==> config.mk <==
export PLATFORM = sky130hd
export DESIGN_NAME = draw_sequencer
export DESIGN_NICKNAME = d
export VERILOG_FILES = /design/src/rtl/draw_pkg.sv /design/src/rtl/draw_sequencer_screen_clear.sv /design/src/rtl/draw_sequencer.sv
export SDC_FILE = /design/constraint.sdc
export NUM_CORES = 1
export LEC_CHECK = 0
export CORE_MARGIN = 2
export CORE_UTILIZATION = 65
export CTS_CLUSTER_SIZE = 28
export DETAILED_ROUTE_END_ITERATION = 10
export DONT_BUFFER_PORTS = 1
export PLACE_DENSITY_LB_ADDON = 0.1
export SETUP_SLACK_MARGIN = 0.4
export SLEW_MARGIN = 20
export SYNTH_ARGS = -nofsm -noshare
export SYNTH_HDL_FRONTEND = slang
export SYNTH_SLANG_ARGS = --single-unit
==> constraint.sdc <==
create_clock -name clk -period 2 [get_ports clk]
set_input_delay 0.2 -clock clk [delete_from_list [all_inputs] [get_ports clk]]
set_output_delay 0.2 -clock clk [all_outputs]
set_load 0.01 [all_outputs]
==> src/rtl/draw_pkg.sv <==
// Shared definitions for the draw sequencer and its screen-clear raster.
// Contents:
//   SCREEN_W / SCREEN_H  frame size; coordinates at or beyond these are clipped
//   CLEAR_COLOUR         colour written while the frame is being cleared
//   colour_t             3-bit pixel colour
//   seq_state_t          sequencer states IDLE, CLEAR, CIRC, DONE
// The CLEAR state only exists in builds with CLEAR_SCREEN_EN defined. Its
// encoding is still reserved so that dbg_state means the same thing in every
// build.
package draw_pkg;

  localparam logic [7:0] SCREEN_W = 8'd160;
  localparam logic [6:0] SCREEN_H = 7'd120;

  typedef logic [2:0] colour_t;

  localparam colour_t CLEAR_COLOUR = 3'b000;

  typedef enum logic [1:0] {
    IDLE  = 2'd0,
    CLEAR = 2'd1,
    CIRC  = 2'd2,
    DONE  = 2'd3
  } seq_state_t;

endpackage

==> src/rtl/draw_sequencer_screen_clear.sv <==
// screen_clear: column-major raster generator for the clear phase.
// The counter walks x from 0 to SCREEN_W-1 in the outer loop and y from 0 to
// SCREEN_H-1 in the inner loop.
// Ports:
//   clk, rst_n  clock; synchronous active-low reset (counter back to 0,0)
//   go          advance to the next pixel this cycle
//   x, y        pixel the counter currently holds
//   last        high while (x, y) is the final pixel of the frame
// When go is high while last is high, the counter wraps to (0,0). This leaves
// it ready for the next clear without a separate restart input.
// The parent only instantiates this module when CLEAR_SCREEN_EN is defined.
module screen_clear
  import draw_pkg::*;
(
  input  logic       clk,
  input  logic       rst_n,
  input  logic       go,
  output logic [7:0] x,
  output logic [6:0] y,
  output logic       last
);

  logic [7:0] x_q, x_d;
  logic [6:0] y_q, y_d;

  assign last = (x_q == SCREEN_W - 8'd1) && (y_q == SCREEN_H - 7'd1);
  assign x    = x_q;
  assign y    = y_q;

  always_comb begin
    x_d = x_q;
    y_d = y_q;
    if (go) begin
      if (last) begin
        x_d = '0;
        y_d = '0;
      end else if (y_q == SCREEN_H - 7'd1) begin
        x_d = x_q + 8'd1;
        y_d = '0;
      end else begin
        y_d = y_q + 7'd1;
      end
    end
  end

  always_ff @(posedge clk) begin
    if (!rst_n) begin
      x_q <= '0;
      y_q <= '0;
    end else begin
      x_q <= x_d;
      y_q <= y_d;
    end
  end

endmodule

==> src/rtl/draw_sequencer.sv <==
// draw_sequencer: optionally clears the 160x120 frame, then runs the circle
// engine and forwards its pixels to the VGA adapter. Off-screen pixels are
// dropped.
// Build option: CLEAR_SCREEN_EN
//   defined    the sequence is IDLE -> CLEAR -> CIRC -> DONE
//   undefined  the sequence is IDLE -> CIRC -> DONE; no clear logic is built
// Ports:
//   clk, rst_n                     clock; synchronous active-low reset
//   start / done                   upstream request handshake
//   colour, centre_x/y, radius     circle operands, latched when start is accepted
//   c_colour, c_centre_x/y, c_radius   latched operands driven to the engine
//   circ_start / circ_done         engine handshake
//   circ_x/y/colour/plot           engine pixel stream
//   vga_x/y/colour/plot            registered pixel stream to the adapter
//   dbg_state                      current seq_state_t encoding
// Handshake: start is accepted only in IDLE. From then on, start is ignored
// until the sequencer reaches DONE. done stays high in DONE for as long as
// start stays high. The first cycle with start low returns the sequencer to
// IDLE, and done and circ_start fall on the same edge. A new request therefore
// needs start to be low for at least one cycle.
module draw_sequencer
  import draw_pkg::*;
(
  input  logic       clk,
  input  logic       rst_n,
  input  logic       start,
  input  logic [2:0] colour,
  input  logic [7:0] centre_x,
  input  logic [6:0] centre_y,
  input  logic [7:0] radius,
  output logic       done,
  output logic       circ_start,
  input  logic       circ_done,
  input  logic [7:0] circ_x,
  input  logic [6:0] circ_y,
  input  logic [2:0] circ_colour,
  input  logic       circ_plot,
  output logic [2:0] c_colour,
  output logic [7:0] c_centre_x,
  output logic [6:0] c_centre_y,
  output logic [7:0] c_radius,
  output logic [7:0] vga_x,
  output logic [6:0] vga_y,
  output logic [2:0] vga_colour,
  output logic       vga_plot,
  output logic [1:0] dbg_state
);

  seq_state_t state_q, state_d;
  colour_t    c_colour_q, c_colour_d;
  logic [7:0] c_centre_x_q, c_centre_x_d;
  logic [6:0] c_centre_y_q, c_centre_y_d;
  logic [7:0] c_radius_q, c_radius_d;
  logic [7:0] vga_x_q, vga_x_d;
  logic [6:0] vga_y_q, vga_y_d;
  colour_t    vga_colour_q, vga_colour_d;
  logic       vga_plot_q, vga_plot_d;

`ifdef CLEAR_SCREEN_EN
  logic       clr_go;
  logic [7:0] clr_x;
  logic [6:0] clr_y;
  logic       clr_last;

  screen_clear u_screen_clear (
    .clk   (clk),
    .rst_n (rst_n),
    .go    (clr_go),
    .x     (clr_x),
    .y     (clr_y),
    .last  (clr_last)
  );
`endif

  always_comb begin
    state_d      = state_q;
    c_colour_d   = c_colour_q;
    c_centre_x_d = c_centre_x_q;
    c_centre_y_d = c_centre_y_q;
    c_radius_d   = c_radius_q;
    vga_x_d      = vga_x_q;
    vga_y_d      = vga_y_q;
    vga_colour_d = vga_colour_q;
    vga_plot_d   = 1'b0;
`ifdef CLEAR_SCREEN_EN
    clr_go       = 1'b0;
`endif
    case (state_q)
      IDLE: begin
        if (start) begin
          c_colour_d   = colour;
          c_centre_x_d = centre_x;
          c_centre_y_d = centre_y;
          c_radius_d   = radius;
`ifdef CLEAR_SCREEN_EN
          // The raster rests at (0,0). Register it on the accept edge so
          // the first clear pixel appears in the cycle after accept.
          state_d      = CLEAR;
          vga_x_d      = clr_x;
          vga_y_d      = clr_y;
          vga_colour_d = CLEAR_COLOUR;
          vga_plot_d   = 1'b1;
          clr_go       = 1'b1;
`else
          state_d      = CIRC;
`endif
        end
      end
`ifdef CLEAR_SCREEN_EN
      CLEAR: begin
        vga_x_d      = clr_x;
        vga_y_d      = clr_y;
        vga_colour_d = CLEAR_COLOUR;
        vga_plot_d   = 1'b1;
        clr_go       = 1'b1;
        if (clr_last) begin
          state_d = CIRC;
        end
      end
`endif
      CIRC: begin
        // Coordinates and colour are always forwarded. Only the write
        // strobe is gated. An engine coordinate that has wrapped past the
        // edge (for example x=250) fails this unsigned compare and is clipped.
        vga_x_d      = circ_x;
        vga_y_d      = circ_y;
        vga_colour_d = circ_colour;
        vga_plot_d   = circ_plot && (circ_x < SCREEN_W) && (circ_y < SCREEN_H);
        if (circ_done) begin
          state_d = DONE;
        end
      end
      DONE: begin
        if (!start) begin
          state_d = IDLE;
        end
      end
      default: begin
        state_d = IDLE;
      end
    endcase
  end

  always_ff @(posedge clk) begin
    if (!rst_n) begin
      state_q      <= IDLE;
      c_colour_q   <= '0;
      c_centre_x_q <= '0;
      c_centre_y_q <= '0;
      c_radius_q   <= '0;
      vga_x_q      <= '0;
      vga_y_q      <= '0;
      vga_colour_q <= '0;
      vga_plot_q   <= 1'b0;
    end else begin
      state_q      <= state_d;
      c_colour_q   <= c_colour_d;
      c_centre_x_q <= c_centre_x_d;
      c_centre_y_q <= c_centre_y_d;
      c_radius_q   <= c_radius_d;
      vga_x_q      <= vga_x_d;
      vga_y_q      <= vga_y_d;
      vga_colour_q <= vga_colour_d;
      vga_plot_q   <= vga_plot_d;
    end
  end

  // circ_start stays high through DONE so that the engine keeps circ_done
  // asserted until upstream releases start.
  assign circ_start = (state_q == CIRC) || (state_q == DONE);
  assign done       = (state_q == DONE);
  assign dbg_state  = state_q;
  assign c_colour   = c_colour_q;
  assign c_centre_x = c_centre_x_q;
  assign c_centre_y = c_centre_y_q;
  assign c_radius   = c_radius_q;
  assign vga_x      = vga_x_q;
  assign vga_y      = vga_y_q;
  assign vga_colour = vga_colour_q;
  assign vga_plot   = vga_plot_q;

endmodule
==> impl_metrics.toml <==
[outcome]
status = "finished clean"

[cells_and_area]
n_antenna_cell = 0
drive_gt1_share_pct = 9.56
fin_util_pct = 85.3
area_growth_pct = 26.4
nets = 299

[routing]
via_per_inst = 5.71
drt_iter0_markers = 88
wl_per_cell_um = 16.9
ant_nets = 0
drt-total-wl_um = 4760
dr.pass1.iters = 4
vias = 1610
drc_errors = 0

[setup_path]
cp_max_fo = 19
r2r_setup_slack_ns = 0.56
cp_data_arrival_time_ns = 1.72
crit_path_end_kind = "flip-flop"
cp_slowest_cell = "dfxtp_1"
cp-startpoint = "dbg_state[1]"
crit_chain = "nor2b_2 -> buf_4 -> nand4_1 -> a41oi_1"
required_ns = 2.28
max_stage_delay_ns = 0.62
critPathKind = "flip-flop to flip-flop"
rr_startpoint = "dbg_state[1]"
startpoint_type = "flip-flop"

[place]
place_hpwl_um = 2410
port_buffers = 0
globalplace.congestion = 0.754

[die]
die_w_um = 57.3
core-area_mm2 = 0.00273
die_area_mm2 = 0.00328
floorplan.initialDensity_pct = 67.5
io_pins = 98
rows = 19
die_h_um = 57.3

[sta]
rsz0062_at_grt = "no"
relSlewSlack_pct = 69.6
tns_ns = 0
slew_viol_final = 0
worst-slew-pin-transition_ns = 0.455
hold_viol_final = 0
max_freq_ghz = 0.693
hold_slack_ns = 0.00992
period_share_pct = 72.2
fin_crit_ns = 1.44
setup_violations = 0
fin_skew_ns = 0.00613

[clock_network]
worstSkewPairLatency_ns = 0.35
clock_sinks = 47
cts_root_buffer = "clkbuf_4"
clkSlewWorstSetupHoldPaths_ns = 0.13
htreeDepth = 2
cts_buffers = 5
cts_tree = "yes"
cts_buffer_depth = 2
cts_setup_buffers = 0

[synthesis]
yosys.area_share.adder_pct = 0.543
synth_nets = 259
synth_most_common_cell = "nand2_1"
synth_area_leaders = "dfxtp_1 51%, nand2_1 13%, nand3_1 7.1%"
synth_simple_gate_area_share_pct = 23.0
synth_compound_area_share_pct = 17.2
yosys.area.top_type = "dfxtp_1"
synth_mux_area_share_pct = 0.543
synth_top_area_share_pct = 51.0
syn_inst = 210
synth_xor_area_share_pct = 0
synthFlopType = "dfxtp_1"
synth.avg_cell_area_um2 = 8.78
synth_cell_types = 25
synth_top_family_by_area = "simple AND/OR/NAND/NOR gates"
synthArstFlopShare_pct = 0
yosys_warnings = 0
synth_area_mm2 = 0.00184
synth-seq-area-share_pct = 51.0
synth_common_cells = "63 x nand2_1, 47 x dfxtp_1, 26 x nand3_1"
synth-edff-count = 0
synth_seq_cells = 47

[global_routing]
grt_max_degree = 65
grt_use_total_pct = 29.8
antenna_found_initial = 0
grt_pass1_vias = 1581
grt_overflow = 0
grt_pass1_wl_um = 7500

[job]
maxCapViolations = 0

[pwr]
vdd_ir_drop_max_mv = 0.712
power_density_mw_per_mm2 = 767
p_leak_nw = 0.845

[min_path]
min-delay-path-class = "input pin to flip-flop"
worstHoldStart = "rst_n"
kinds of logic after synthesis:
kind of cell	Yosys count
mux	1
flops	47
compound gates	46
simple gates	96
buf+inv	19
fa+ha+maj	1
power breakdown:
group / internal, mW / switching, mW
combinational: 0.118 / 0.113
sequential: 0.995 / 0.0754
clock: 0.207 / 0.279
total: 1.32 / 0.467
placed cells by master, fill, tap and decap left out:
| master | instances |
|---|---|
| o21ai_1 | 7 |
| nand2_1 | 63 |
| dlygate4sd3_1 | 48 |
| and2_1 | 1 |
| dfxtp_1 | 47 |
| and2_2 | 1 |
| buf_4 | 2 |
| clkbuf_4 | 5 |
| maj3_1 | 1 |
| clkbuf_1 | 1 |
| a41oi_1 | 1 |
| nor3b_4 | 1 |
| nor2_1 | 1 |
| a21boi_0 | 8 |
| nand2b_2 | 1 |
| clkbuf_8 | 2 |
| mux2i_1 | 1 |
| buf_12 | 1 |
| inv_1 | 1 |
| a21boi_2 | 10 |
| nor2b_2 | 1 |
| nand3_1 | 26 |
| nand4_1 | 1 |
| o21ai_0 | 20 |
final cells by class:
| class | count | area (µm²) |
|---|---|---|
| multi-input combinational | 144 | 763 |
| fill | 154 | 403 |
| inverter | 1 | 3.75 |
| clock buffer | 8 | 68.8 |
| tap | 31 | 38.8 |
| sequential | 47 | 941 |
| timing repair buffer | 51 | 515 |
stage by stage:
stage | setup WS, ns | power, mW | cell area, µm² | instances
2_1_floorplan | 0.833 | 1.23 | 1840 | 210
3_3_place_gp | 0.594 | 1.20 | 1760 | 225
3_5_place_dp | 0.511 | 1.22 | 1760 | 225
4_1_cts | 0.488 | 1.78 | 2310 | 280
5_1_grt | 0.414 | 1.86 | 2330 | 282
6_report | 0.557 | 1.79 | 2330 | 282
sequential cells by signal, indices dropped and copies added (netlist names):
name	cells
c_radius	8
c_centre_x	8
vga_colour	3
c_colour	3
vga_y	7
dbg_state	2
vga_plot	1
vga_x	8
c_centre_y	7
routing by layer:
| metal | wire (µm) | vias to the layer above | global-route usage [%] |
|---|---|---|---|
| met2 | 2530 | 78 | 53.9 |
| met3 | 354 | 9 | 9.07 |
| met5 | 0 | - | 0 |
| met1 | 1810 | 749 | 32.4 |
| li1 | - | 774 | - |
| met4 | 68 | 0 | 12.0 |
repair_timing:
item,CTS,global route
endpoints found under the hold margin,47,1
hold buffers,47,2
resized for setup,0,1
setup endpoints to repair,0,7
path summary, 6_finish.rpt:
kind                      end  cells past startpoint
setup / recovery     vga_plot                      4
hold / removal    c_radius[3]                      2
setup reg to reg     vga_plot                      4
hold reg to reg   c_radius[6]                      2
worst max-delay path: cells and delay by family, from the launching register on:
| kind | cells | cell delay (ns) |
|---|---|---|
| flops | 1 | 0.62 |
| simple gates | 2 | 0.36 |
| buf+inv | 1 | 0.22 |
| compound gates | 1 | 0.18 |
Note: power is estimated with default switching activity, not from simulation.
